$ cat src/rtl/eq_pkg.sv
// ---------------------------------------------------------------------------
// eq_pkg
// Shared types and constants for the equalizer's codec serial interface.
//   sample_t      : signed 16-bit audio sample
//   SCLK_RISE/FALL: frame-counter low bits on the cycle before an SCLK edge
//   LFT_DONE      : counter value on which the last left ADC bit is sampled
//   RHT_DONE      : counter value on which the last right ADC bit is sampled
//   TX_LD_L/R     : counter values on which the DAC shifter is reloaded
//   VLD_LEN_DEF   : default length of the valid window in clk cycles
//   shift_in16()  : one MSB-first shift step with a new LSB
// ---------------------------------------------------------------------------
package eq_pkg;

    typedef logic signed [15:0] sample_t;

    localparam logic [4:0] SCLK_RISE = 5'h0F;
    localparam logic [4:0] SCLK_FALL = 5'h1F;
    localparam logic [9:0] LFT_DONE  = 10'h1EF;
    localparam logic [9:0] RHT_DONE  = 10'h3EF;
    localparam logic [9:0] TX_LD_L   = 10'h3FF;
    localparam logic [9:0] TX_LD_R   = 10'h1FF;

    localparam int VLD_LEN_DEF = 256;

    // Shift a word left by one, entering a new bit at the LSB.
    function automatic logic [15:0] shift_in16(input logic [15:0] word,
                                               input logic        bit_in);
        return {word[14:0], bit_in};
    endfunction

endpackage

$ cat src/rtl/i2s_shift16.sv
// ---------------------------------------------------------------------------
// i2s_shift16
// 16-bit shift register with parallel load and shift enable. Data moves
// toward the MSB; sin enters at the LSB. Load wins over shift.
//   clk, rst_n : clock, asynchronous active-low reset (clears to 0)
//   ld, ld_val : parallel load strobe and value
//   sh_en, sin : shift enable and serial input bit
//   q          : register contents (q[15] is the serial output)
// ---------------------------------------------------------------------------
module i2s_shift16
    import eq_pkg::*;
(
    input  logic        clk,
    input  logic        rst_n,
    input  logic        ld,
    input  logic [15:0] ld_val,
    input  logic        sh_en,
    input  logic        sin,
    output logic [15:0] q
);

    logic [15:0] shift_q;
    logic [15:0] shift_d;

    // Next value: load has priority over shift.
    always_comb begin
        shift_d = shift_q;
        if (ld) begin
            shift_d = ld_val;
        end else if (sh_en) begin
            shift_d = shift_in16(shift_q, sin);
        end else begin
            shift_d = shift_q;
        end
    end

    // Shift register state.
    always_ff @(posedge clk or negedge rst_n) begin
        if (!rst_n) begin
            shift_q <= 16'h0000;
        end else begin
            shift_q <= shift_d;
        end
    end

    assign q = shift_q;

endmodule

$ cat src/rtl/i2s_codec_intf.sv
// ---------------------------------------------------------------------------
// i2s_codec_intf
// Codec serial front/back end for the EQ datapath. A free-running frame
// counter produces MCLK/SCLK/LRCLK; left-justified 16-bit stereo ADC data
// is deserialized from SDin and DAC data is serialized onto SDout.
//   clk, rst_n          : system clock, asynchronous active-low reset
//   lft_eq, rht_eq      : processed samples from the EQ (DAC data)
//   SDin                : serial ADC data from the codec
//   lft_smpl, rht_smpl  : parallel ADC samples to the EQ
//   valid/_rise/_fall   : fresh-sample window and its edge pulses
//   MCLK, SCLK, LRCLK   : codec clocks (LRCLK 0 = left half)
//   RSTn                : codec reset, active low
//   SDout               : serial DAC data to the codec
// ---------------------------------------------------------------------------
module i2s_codec_intf
    import eq_pkg::*;
#(
    parameter int CNT_W   = 10,
    parameter int VLD_LEN = VLD_LEN_DEF
)
(
    input  logic    clk,
    input  logic    rst_n,
    input  sample_t lft_eq,
    input  sample_t rht_eq,
    input  logic    SDin,
    output sample_t lft_smpl,
    output sample_t rht_smpl,
    output logic    valid,
    output logic    valid_rise,
    output logic    valid_fall,
    output logic    MCLK,
    output logic    SCLK,
    output logic    LRCLK,
    output logic    RSTn,
    output logic    SDout
);

    // Last counter value inside the valid window (wraps past the frame end).
    localparam logic [CNT_W-1:0] VLD_LAST = CNT_W'(int'(RHT_DONE) + VLD_LEN);

    logic [CNT_W-1:0] cnt_q,        cnt_d;
    logic             rstn_q,       rstn_d;
    logic             primed_q,     primed_d;
    sample_t          lft_hold_q,   lft_hold_d;
    sample_t          rht_hold_q,   rht_hold_d;
    sample_t          lft_smpl_q,   lft_smpl_d;
    sample_t          rht_smpl_q,   rht_smpl_d;
    logic             valid_q,      valid_d;
    logic             vrise_q,      vrise_d;
    logic             vfall_q,      vfall_d;

    logic        sclk_rise_s;
    logic        sclk_fall_s;
    logic        tx_ld_l_s;
    logic        tx_ld_r_s;
    logic        tx_ld_s;
    logic [15:0] tx_val_s;
    logic        tx_sh_s;
    logic        publish_s;
    logic        vld_end_s;
    logic [15:0] rx_q;
    logic [15:0] rx_next_s;
    logic [15:0] tx_q;

    // ADC deserializer: MSB arrives first, so shifting toward bit 15 lines it up.
    i2s_shift16 u_rx (
        .clk    (clk),
        .rst_n  (rst_n),
        .ld     (1'b0),
        .ld_val (16'h0000),
        .sh_en  (sclk_rise_s),
        .sin    (SDin),
        .q      (rx_q)
    );

    // DAC serializer: q[15] is the bit currently on the wire.
    i2s_shift16 u_tx (
        .clk    (clk),
        .rst_n  (rst_n),
        .ld     (tx_ld_s),
        .ld_val (tx_val_s),
        .sh_en  (tx_sh_s),
        .sin    (1'b0),
        .q      (tx_q)
    );

    // Frame decode, next-state for counter, codec reset, holds and valid flags.
    always_comb begin
        sclk_rise_s = (cnt_q[4:0] == SCLK_RISE);
        sclk_fall_s = (cnt_q[4:0] == SCLK_FALL);
        tx_ld_l_s   = (cnt_q == TX_LD_L);
        tx_ld_r_s   = (cnt_q == TX_LD_R);
        tx_ld_s     = tx_ld_l_s | tx_ld_r_s;
        tx_val_s    = tx_ld_l_s ? 16'(lft_eq) : 16'(rht_hold_q);
        // Load cycles are also SCLK-fall cycles; the load must win.
        tx_sh_s     = sclk_fall_s & ~tx_ld_s;
        // rx contents once this cycle's bit is shifted in.
        rx_next_s   = shift_in16(rx_q, SDin);
        // The first right word completed with the codec out of reset primes the path.
        publish_s   = (cnt_q == RHT_DONE) & (primed_q | rstn_q);
        vld_end_s   = valid_q & (cnt_q == VLD_LAST);

        cnt_d       = cnt_q + CNT_W'(1);
        rstn_d      = rstn_q | (&cnt_q);
        primed_d    = primed_q | publish_s;
        rht_hold_d  = tx_ld_l_s ? rht_eq : rht_hold_q;
        lft_hold_d  = (cnt_q == LFT_DONE) ? sample_t'(rx_next_s) : lft_hold_q;
        lft_smpl_d  = lft_smpl_q;
        rht_smpl_d  = rht_smpl_q;
        valid_d     = valid_q;
        vrise_d     = publish_s;
        vfall_d     = vld_end_s;

        if (publish_s) begin
            lft_smpl_d = lft_hold_q;
            rht_smpl_d = sample_t'(rx_next_s);
            valid_d    = 1'b1;
        end else if (vld_end_s) begin
            valid_d    = 1'b0;
        end else begin
            valid_d    = valid_q;
        end
    end

    // Interface state registers.
    always_ff @(posedge clk or negedge rst_n) begin
        if (!rst_n) begin
            cnt_q      <= '0;
            rstn_q     <= 1'b0;
            primed_q   <= 1'b0;
            lft_hold_q <= 16'sh0000;
            rht_hold_q <= 16'sh0000;
            lft_smpl_q <= 16'sh0000;
            rht_smpl_q <= 16'sh0000;
            valid_q    <= 1'b0;
            vrise_q    <= 1'b0;
            vfall_q    <= 1'b0;
        end else begin
            cnt_q      <= cnt_d;
            rstn_q     <= rstn_d;
            primed_q   <= primed_d;
            lft_hold_q <= lft_hold_d;
            rht_hold_q <= rht_hold_d;
            lft_smpl_q <= lft_smpl_d;
            rht_smpl_q <= rht_smpl_d;
            valid_q    <= valid_d;
            vrise_q    <= vrise_d;
            vfall_q    <= vfall_d;
        end
    end

    assign MCLK       = cnt_q[1];
    assign SCLK       = cnt_q[4];
    assign LRCLK      = cnt_q[CNT_W-1];
    assign RSTn       = rstn_q;
    assign SDout      = tx_q[15];
    assign lft_smpl   = lft_smpl_q;
    assign rht_smpl   = rht_smpl_q;
    assign valid      = valid_q;
    assign valid_rise = vrise_q;
    assign valid_fall = vfall_q;

endmodule

$ cat config.mk
export PLATFORM = sky130hd
export DESIGN_NAME = i2s_codec_intf
export DESIGN_NICKNAME = d
export VERILOG_FILES = /design/src/rtl/eq_pkg.sv /design/src/rtl/i2s_shift16.sv /design/src/rtl/i2s_codec_intf.sv
export SDC_FILE = /design/constraint.sdc
export NUM_CORES = 1
export LEC_CHECK = 0
export ABC_AREA = 1
export BUFFER_PORTS_ARGS = -buffer_cell sky130_fd_sc_hd__buf_2
export CAP_MARGIN = 20
export CORE_MARGIN = 2
export CORE_UTILIZATION = 56
export CTS_BUF_LIST = sky130_fd_sc_hd__clkbuf_8 sky130_fd_sc_hd__clkbuf_16
export DETAILED_ROUTE_END_ITERATION = 7
export PLACE_DENSITY = 0.78
export SETUP_SLACK_MARGIN = 0.05
export SYNTH_ARGS = -nofsm -noshare
export SYNTH_HDL_FRONTEND = slang
export SYNTH_SLANG_ARGS = --single-unit
export TNS_END_PERCENT = 20
$ cat constraint.sdc
create_clock -name clk -period 2.5 [get_ports clk]
set_input_delay 0.25 -clock clk [delete_from_list [all_inputs] [get_ports clk]]
set_output_delay 0.25 -clock clk [all_outputs]
set_load 0.01 [all_outputs]
==> results of run 1 <==
cell usage after synthesis:
cell / instances
nand2_1: 192
clkinv_1: 1
ha_1: 3
buf_4: 2
nand4_1: 17
nand3_1: 82
and2_1: 1
o21ai_0: 23
xor2_1: 6
nand3_2: 1
dfrtp_1: 110
inv_1: 49
nor2_1: 15
inv_2: 2
buf_6: 3
mux2_2: 1
buf_2: 13
clkbuf_1: 13
nand2_2: 3
nor2_2: 2
a21oi_1: 8
nor3_2: 1
nor2_4: 1
layout by cell type, fill, tap and decap left out, types with 2 or more instances in the layout:
master      count
a21oi_1         8
buf_2          73
buf_4          11
clkbuf_8       10
clkinv_4        2
clkinvlp_4      2
dfrtp_1       110
ha_1            3
inv_1          49
inv_2           2
nand2_1       192
nand2_2         3
nand3_1        82
nand4_1        17
nor2_1         14
nor2_2          3
o21ai_0        23
xor2_1          6
worst max-delay path, delay by kind of cell (launching register included):
kind / cells / cell delay (ns)
AND/OR/NAND/NOR: 5 / 0.69
flip-flops: 1 / 0.39
buffers and inverters: 3 / 0.57
adder cells (fa/ha/maj): 2 / 0.41
per-stage QoR:
step | utilization [%] | hold slack (ns)
floorplan | - | -0.0456
global placement | 62.9 | 0.285
detailed placement | 62.9 | 0.288
CTS | 65.3 | 0.113
global route | 65.4 | 0.128
finish | 65.4 | 0.128
state kept, by name, summed over array words and instances (netlist names):
register / count
lft_hold_q: 16
rht_smpl: 16
valid: 1
u_tx.q: 16
rht_hold_q: 16
valid_fall: 1
cnt_q: 10
u_rx.q: 15
valid_rise: 1
lft_smpl: 16
RSTn: 1
primed_q: 1
cells by family after synthesis:
logic type	Yosys count	share of synthesized area [%]
and+or+nand+nor	315	28.8
AOI/OAI and AO/OA	31	3.28
buffers and inverters	83	7.57
muxes	1	0.238
DFF	110	58.2
xor gates and xnor gates	6	1.11
adders and majority gates	3	0.794
power breakdown:
group | internal [mW] | switching (mW)
logic | 0.0257 | 0.0480
clock network | 0.395 | 0.589
registers | 1.78 | 0.00164
per-layer routing:
layer | wire length [um] | up-vias
met1 | 4270 | 1854
met4 | 143 | 0
met3 | 386 | 12
li1 | - | 1871
met5 | 0 | -
met2 | 5120 | 88
area by class of cell:
type | instances | area (sq um)
clock buffers | 10 | 138
clock inverters | 6 | 46.3
fillers | 688 | 2850
inverters | 52 | 195
multi-input cells | 356 | 1630
flip-flops and latches | 110 | 2750
well taps | 105 | 131
repair buffers | 86 | 478
worst max path at each step:
stage / start / end / slack [ns] / depth (start not counted)
2_1_floorplan: cnt_q[1] / u_tx.q[10] / 0.35 / 13
3_3_place_gp: cnt_q[1] / u_tx.q[6] / 0.33 / 9
3_5_place_dp: cnt_q[0] / u_tx.q[2] / 0.19 / 9
4_1_cts: cnt_q[0] / u_tx.q[2] / 0.16 / 9
6_report: cnt_q[0] / u_tx.q[2] / 0.32 / 10
5_1_grt: cnt_q[0] / u_tx.q[2] / 0.12 / 10
timing repair:
action,4_1_cts,5_1_grt
buffers inserted,0,0
hold buffers,1,0
endpoints found under the setup margin,0,32
hold endpoints to repair,42,0
gates resized for setup,0,1
==> metrics.yaml, run 1 <==
run_status:
  status: "finished clean"
yosys:
  ys_warn_count: 0
  ys_seq_elements: 110
  synthCells: 549
  synth-seq-area-share_pct: 58.2
  synth_top_area_cell: "dfrtp_1"
  syn_area_sq_mm: 0.00473
  ys_top_cells_by_area: "dfrtp_1 (58%), nand2_1 (15%), nand3_1 (8.7%), inv_1 (3.9%), o21ai_0 (2.4%)"
  synth_top_area_share_pct: 58.2
  ys_types: 23
  syn_area_per_cell_sq_um: 8.61
  syn_nets: 587
die:
  num_rows: 33
  ios: 75
  die_area_sq_mm: 0.00920
  fp.dieW_um: 95.9
  die_y_um: 95.9
  coreArea_sq_mm: 0.00822
  start_util_pct: 57.6
finish:
  fin_cells: 725
  nNetsFinal: 653
  fin_area_sq_mm: 0.00537
  diodes: 0
  area_growth_syn_to_layout_pct: 13.5
  drive_above_1_share_pct: 18.2
placed_design:
  place_congestion: 0.818
  place_ws_ns: 0.192
  dp_hpwl_mm: 6.91
  placed_area_sq_mm: 0.00517
  port_buffers: 74
  place_inst: 708
setup_path:
  slowest_delay_ns: 0.39
  critPathLaunchType: "flip-flop"
  arrival_ns: 2.43
  rrSetupSlack_ns: 0.32
  path_common_cell: "nand2_1"
  r2r_end: "u_tx.q[2]"
  worst-path-max-fanout: 16
  r2r_start: "cnt_q[0]"
  crit_chain: "ha_1 > nand2_1 > nor2_2 > buf_4 > ha_1 > inv_1 > nand3_1 > nand2_1 > inv_1 > nand2_1"
  cp-end-kind: "flip-flop"
  worst_ep_required_time_ns: 2.75
  r2r_cells: 10
  crit_type: "reg -> reg"
  slowest_stage: "dfrtp_1"
sta:
  setup_viol: 0
  final_hold_viol_count: 0
  period_share_pct: 87.0
  finalMaxSlewViolations: 0
  rsz0062_at_grt: "false"
  slew_headroom_pct: 56.9
  finalWorstSetupSlack_ns: 0.324
  skew_ns: 0.00858
  fin_crit_ns: 2.18
  fmax_ghz: 0.460
  worstMarginPinSlew_ns: 0.645
  setup_tns_ns: 0
drt:
  via_per_inst: 5.28
  dr_total_vias: 3825
  wl_mm: 9.92
  dr.pass1.iters: 4
  first_iter_violations: 248
  ant_nets: 0
  drc: 0
  wl_per_cell_um: 13.7
global_routing:
  track_usage_pct: 22.5
  met1_usage_pct: 30.3
  antenna_found_initial: 0
  grt_pass1_vias: 3478
  grt_busiest_layer: "met2"
  grt_max_degree: 69
  use_met3_pct: 3.13
  use_met2_pct: 37.7
  gr-total-overflow: 0
  grt_pass1_wl_mm: 16.0
clocking:
  cts_sinks: 110
  clock-root-buffer: "clkbuf_8"
  cts_buffers: 9
  cts_max_path_buffers: 2
  cts_tree: "done"
  clock_latency_ns: 0.36
  cts.clk_slew.worst_paths_ns: 0.10
  cts_max_level: 3
min_path:
  hold_depth: 3
  min_from: "rht_eq[13]"
  hold_end: "rht_hold_q[13]"
  hold_class: "in -> reg"
power_and_ir_drop:
  power.density_mw_per_mm2: 529
  p_leak_nw: 2.98
  ir_drop_mv: 0.388
  power.total_mw: 2.84
run:
  maxCapViolCount: 0
No activity file was read; power rests on OpenSTA's default activity.
==> run 2, diff against run 1 <==
ABC_AREA = not set   (was 1)
==> metrics.yaml, run 2 <==
die:
  start_util_pct: 58.1  # +0.55 points
  coreArea_sq_mm: 0.00781  # -5.0%
  ios: 75  # unchanged
  fp.dieW_um: 94.0  # -2.0%
  num_rows: 32  # -3.0%
  die_y_um: 94.0  # -2.0%
  die_area_sq_mm: 0.00884  # -3.9%
clocking:
  cts_sinks: 110  # unchanged
  clock-root-buffer: "clkbuf_8"
  cts_max_level: 3  # unchanged
  cts_tree: "done"
  cts_buffers: 9  # unchanged
  clock_latency_ns: 0.36  # about the same
  cts.clk_slew.worst_paths_ns: 0.11  # about the same
  ctsResizeCount: 0  # unchanged
  cts_setup_buffers: 0  # unchanged
  cts_max_path_buffers: 2  # unchanged
yosys:
  syn_area_sq_mm: 0.00454  # -4.1%
  ys_top_cells_by_area: "dfrtp_1 (61%), mux2_2 (17%), mux2i_1 (10%), mux2_4 (3.3%), xnor2_1 (1.2%)"
  syn_area_per_cell_sq_um: 15.8  # +83%
  synthCells: 287  # -48%
  syn_nets: 325  # -45%
  synth_top_area_share_pct: 60.7  # +2.5 points
  synth.top_cells.by_count: "dfrtp_1 (110), mux2_2 (69), mux2i_1 (47)"
  synth-seq-area-share_pct: 60.7  # +2.5 points
  synth-edff-count: 0  # unchanged
  async_reset_ff_share_pct: 100  # unchanged
  synth_top_area_cell: "dfrtp_1"
  ys_seq_elements: 110  # unchanged
  ys_warn_count: 0  # unchanged
  ys_types: 27  # +17%
  yosysMostFrequentCell: "dfrtp_1"
  synth-main-ff-cell: "dfrtp_1"
sta:
  setup_viol: 0  # unchanged
  fmax_ghz: 0.493  # +7.3%
  period_share_pct: 81.2  # -5.9 points
  whs_ns: 0.109  # -0.0190 ns
  skew_ns: 0.0150  # +0.00644 ns
  finalMaxSlewViolations: 0  # unchanged
  final_hold_viol_count: 0  # unchanged
  finalWorstSetupSlack_ns: 0.471  # +0.147 ns
  fin_crit_ns: 2.03  # -0.147 ns
  worstMarginPinSlew_ns: 0.743  # +0.0980 ns
  setup_tns_ns: 0  # unchanged
  rsz0062_at_grt: "false"
  slew_headroom_pct: 50.5  # -6.4 points
drt:
  dr_total_vias: 2491  # -35%
  wl_mm: 7.57  # -24%
  first_iter_violations: 59  # -76%
  via_per_inst: 5.28  # about the same
  wl_per_cell_um: 16.0  # +17%
  dr.pass1.iters: 4  # unchanged
  drc: 0  # unchanged
  ant_nets: 0  # unchanged
global_routing:
  grt_max_degree: 60  # -13%
  grt_pass1_vias: 2608  # -25%
  grt_pass1_wl_mm: 12.8  # -20%
  gr-total-overflow: 0  # unchanged
  antenna_found_initial: 0  # unchanged
  track_usage_pct: 18.9  # -3.6 points
placed_design:
  placed_area_sq_mm: 0.00502  # -2.9%
  port_buffers: 74  # unchanged
  place_congestion: 0.720  # -12%
  place_ws_ns: 0.497  # +0.305 ns
  dp_hpwl_mm: 5.32  # -23%
setup_path:
  critPathLaunchType: "flip-flop"
  arrival_ns: 2.27  # -0.16 ns
  r2r_cells: 6  # -4
  rrSetupSlack_ns: 0.47  # +0.15 ns
  worst-path-max-fanout: 10  # -6
  slowest_stage: "dfrtp_1"
  crit_chain: "ha_1 > nand3_2 > inv_1 > nand4_2 > buf_4 > mux2_2"
  worst_setup_path_startpoint: "cnt_q[0]"
  r2r_start: "cnt_q[0]"
  cp-end-kind: "flip-flop"
  crit_type: "reg -> reg"
  worst_ep_required_time_ns: 2.75  # about the same
  slowest_delay_ns: 0.40  # about the same
  crit_end: "rht_hold_q[13]"
  r2r_end: "rht_hold_q[13]"
finish:
  multi_input_area_sq_mm: 0.00168  # +3.4%
  final_common_cell: "dfrtp_1"
  diodes: 0  # unchanged
  area_growth_syn_to_layout_pct: 15.1
  nNetsFinal: 403  # -38%
  mostFrequentLayoutCells: "dfrtp_1 (110), buf_2 (73), mux2_2 (69)"
  drive_above_1_share_pct: 49.5  # +31 points
  seq_area_sq_mm: 0.00275  # unchanged
  fin_area_sq_mm: 0.00522  # -2.8%
  fillers: 575  # -16%
run_status:
  status: "finished clean"
power_and_ir_drop:
  power.density_mw_per_mm2: 556  # +5.1%
  p_leak_nw: 2.77  # -6.9%
  ir_drop_mv: 0.370  # -4.7%
run:
  maxCapViolCount: 0  # unchanged
min_path:
  hold_class: "in -> reg"
[run 2: area by class of cell]
class                   instances  area share [%]
flip-flops and latches        110            52.7
clock inverters                 6            1.08
inverters                       4           0.288
clock buffers                  10            2.64
multi-input cells             158            32.3
repair buffers                 82            8.58
well taps                     102            2.44
[run 2: cell families (layout without fill, tap and decap cells)]
family	count (synthesis)	after routing	share of synthesized area, %
DFF	110	110	60.7
muxes	126	126	30.8
and+or+nand+nor	20	20	3.64
xor gates and xnor gates	7	7	1.35
AOI/OAI and AO/OA	2	2	0.359
buffers and inverters	19	102	2.34
adders and majority gates	3	3	0.827
[run 2: worst min-delay path by stage]
stage	from	to	slack, ns	depth (start not counted)
CTS	rht_eq[7]	rht_hold_q[7]	0.09	2
finish	rht_eq[7]	rht_hold_q[7]	0.11	2
floorplan	rst_n	RSTn	-0.05	0
global route	rht_eq[7]	rht_hold_q[7]	0.09	2
detailed placement	rst_n	valid_fall	0.36	1
global placement	rst_n	valid_fall	0.36	1
[run 2: critical path: cells and delay by family, from the launching register on]
family	cells	cell delay [ns]
adders and majority gates	1	0.21
buffers and inverters	2	0.53
DFF	1	0.40
muxes	1	0.28
and+or+nand+nor	2	0.49
[run 2: per-stage QoR]
stage,utilization [%],total power [mW],cells
2_1_floorplan,-,1.86,287
3_3_place_gp,64.3,1.93,455
3_5_place_dp,64.3,1.93,455
4_1_cts,66.9,2.95,472
5_1_grt,66.9,3.03,472
6_report,66.9,2.90,472
[run 2: report_power, final]
part           internal, mW  switching (mW)  leakage (nW)  total [mW]
Clock                 0.409           0.602        0.0994        1.01
Combinational        0.0405          0.0494          1.20      0.0898
Sequential             1.79         0.00813          1.48        1.80
[run 2: routing by layer]
| layer | up-vias | global-route usage [%] | routed length (um) |
|---|---|---|---|
| met5 | - | 0 | 0 |
| met1 | 1259 | 25.5 | 3440 |
| li1 | 1169 | - | - |
| met4 | 0 | 5.07 | 77 |
| met2 | 54 | 31.5 | 3760 |
| met3 | 9 | 3.85 | 288 |
[run 2: timing repair]
item	in CTS	in global routing
setup endpoints to repair	0	0
hold endpoints to repair	57	0
hold buffers	1	0
==> run 3, diff against run 2 <==
clock period = 2.06 ns   (was 2.5 ns; I/O delays follow)
==> metrics.yaml, run 3 (synthesis gave the netlist of run 2 again) <==
setup_path:
  arrival_ns: 2.17  # -0.10 ns
  crit_buf_inv: 0  # -2
  r2r_cells: 4  # -2
  crit_chain: "ha_1 > nand3_2 > or4b_4 > mux2_4"
  worst_ep_required_time_ns: 2.30  # -0.45 ns
  cp-end-kind: "flip-flop"
  rrSetupSlack_ns: 0.14  # -0.33 ns
  slowest_stage: "or4b_4"
  crit_type: "reg -> reg"
  slowest_delay_ns: 0.68  # +0.28 ns
  r2r_start: "cnt_q[0]"
  cp_num_cells: 4  # -2
  r2r_end: "lft_hold_q[14]"
  cpLargestDelayFamily: "simple AND/OR/NAND/NOR gates"
  critPathLaunchType: "flip-flop"
  worst-path-max-fanout: 16  # +6
drt:
  via_per_inst: 5.27  # about the same
  wl_per_cell_um: 16.3  # +1.4%
  dr_total_vias: 2500  # +0.36%
  first_iter_violations: 102  # +73%
  dr.pass1.iters: 4  # unchanged
  drc: 0  # unchanged
  wl_mm: 7.70  # +1.8%
  ant_nets: 0  # unchanged
min_path:
  hold_class: "in -> reg"
  hold_end: "rht_hold_q[10]"
  hold_depth: 2  # unchanged
  min_from: "rht_eq[10]"
sta:
  setup_viol: 0  # unchanged
  finalMaxSlewViolations: 0  # unchanged
  skew_ns: 0.0165  # +0.00147 ns
  fmax_ghz: 0.520  # +5.5%
  worstMarginPinSlew_ns: 0.636  # -0.106 ns
  period_share_pct: 93.4  # +12 points
  rsz0062_at_grt: "true"
  slew_headroom_pct: 57.6  # +7.1 points
  final_hold_viol_count: 0  # unchanged
  setup_tns_ns: 0  # unchanged
  fin_crit_ns: 1.92  # -0.105 ns
run:
  maxCapViolCount: 0  # unchanged
clocking:
  cts_sinks: 110  # unchanged
  clock_latency_ns: 0.37  # about the same
  cts.clk_slew.worst_paths_ns: 0.11  # about the same
  clock-root-buffer: "clkbuf_8"
  cts_setup_buffers: 0  # unchanged
  cts_max_path_buffers: 2  # unchanged
  cts_tree: "done"
  cts_buffers: 9  # unchanged
  cts_max_level: 3  # unchanged
die:
  coreArea_sq_mm: 0.00781  # unchanged
  ios: 75  # unchanged
  fp.dieW_um: 94.0  # unchanged
  die_area_sq_mm: 0.00884  # unchanged
  die_y_um: 94.0  # unchanged
  start_util_pct: 58.1  # unchanged
  num_rows: 32  # unchanged
finish:
  fin_area_sq_mm: 0.00527  # +0.93%
  mostFrequentLayoutCells: "dfrtp_1 (110), buf_2 (73), mux2_2 (69)"
  area_growth_syn_to_layout_pct: 16.2
  drive_above_1_share_pct: 50.0  # +0.54 points
  nNetsFinal: 405  # +0.50%
  fillers: 593  # +3.1%
  diodes: 0  # unchanged
  final_common_cell: "dfrtp_1"
placed_design:
  place_congestion: 0.723  # +0.33%
  dp_hpwl_mm: 5.35  # +0.59%
  placed_area_sq_mm: 0.00507  # +1.0%
  port_buffers: 74  # unchanged
global_routing:
  grt_pass1_wl_mm: 12.7  # -0.86%
  grt_max_degree: 51  # -15%
  gr-total-overflow: 0  # unchanged
  grt_pass1_vias: 2631  # +0.88%
  track_usage_pct: 18.9  # about the same
  antenna_found_initial: 0  # unchanged
power_and_ir_drop:
  p_leak_nw: 2.79  # +0.51%
  ir_drop_mv: 0.393  # +6.1%
  power.density_mw_per_mm2: 663  # +19%
run_status:
  status: "finished clean"
[run 3: cell type report]
cell class	instances	area, sq um	share of cell area (%)
Inverter	4	15.0	0.285
Sequential cell	110	2750	52.2
Multi-Input combinational cell	158	1690	32.1
Tap cell	102	128	2.42
Clock buffer	10	138	2.61
Timing Repair Buffer	84	500	9.50
Clock inverter	6	45.0	0.855
[run 3: repair_timing]
action                                  4_1_cts  5_1_grt
endpoints found under the setup margin        0       22
hold buffers                                  1        0
hold endpoints to repair                     47        0
gates resized for setup                       0        1
[run 3: per-stage QoR]
stage / setup WS (ns) / util (%) / total power, mW / cells / hold WS [ns]
2_1_floorplan: 0.0577 / - / 2.25 / 287 / -0.0896
3_5_place_dp: 0.106 / 64.9 / 2.34 / 457 / 0.280
4_1_cts: 0.0967 / 67.4 / 3.53 / 474 / 0.0502
5_1_grt: 0.0415 / 67.5 / 3.65 / 474 / 0.0522
3_3_place_gp: 0.180 / 64.9 / 2.34 / 457 / 0.266
6_report: 0.136 / 67.5 / 3.49 / 474 / 0.0604
[run 3: worst max path at each step]
stage | from | endpoint | slack (ns)
final | cnt_q[0] | lft_hold_q[14] | 0.14
after global routing | cnt_q[0] | u_rx.q[11] | 0.04
after CTS | cnt_q[0] | lft_hold_q[14] | 0.1
after detailed placement | cnt_q[0] | lft_hold_q[14] | 0.11
after global placement | cnt_q[1] | lft_hold_q[11] | 0.18
after floorplan | cnt_q[1] | u_rx.q[10] | 0.06
[run 3: layer usage]
layer | track usage (%) | vias to the layer above | wire length, um
met2 | 31.1 | 53 | 3830
met3 | 4.90 | 7 | 355
met1 | 24.6 | 1260 | 3420
met5 | 0 | - | 0
li1 | - | 1180 | -
met4 | 6.16 | 0 | 95
[run 3: worst register-to-register path: cells and delay by family, from the launching register on]
family | cells | cell delay (ns)
adders and majority gates | 1 | 0.22
DFF | 1 | 0.40
muxes | 1 | 0.36
and+or+nand+nor | 2 | 0.84
[run 3: power breakdown]
part	total [mW]	internal [mW]	switching, mW
logic	0.111	0.0504	0.0606
clock network	1.20	0.480	0.717
registers	2.19	2.18	0.00978
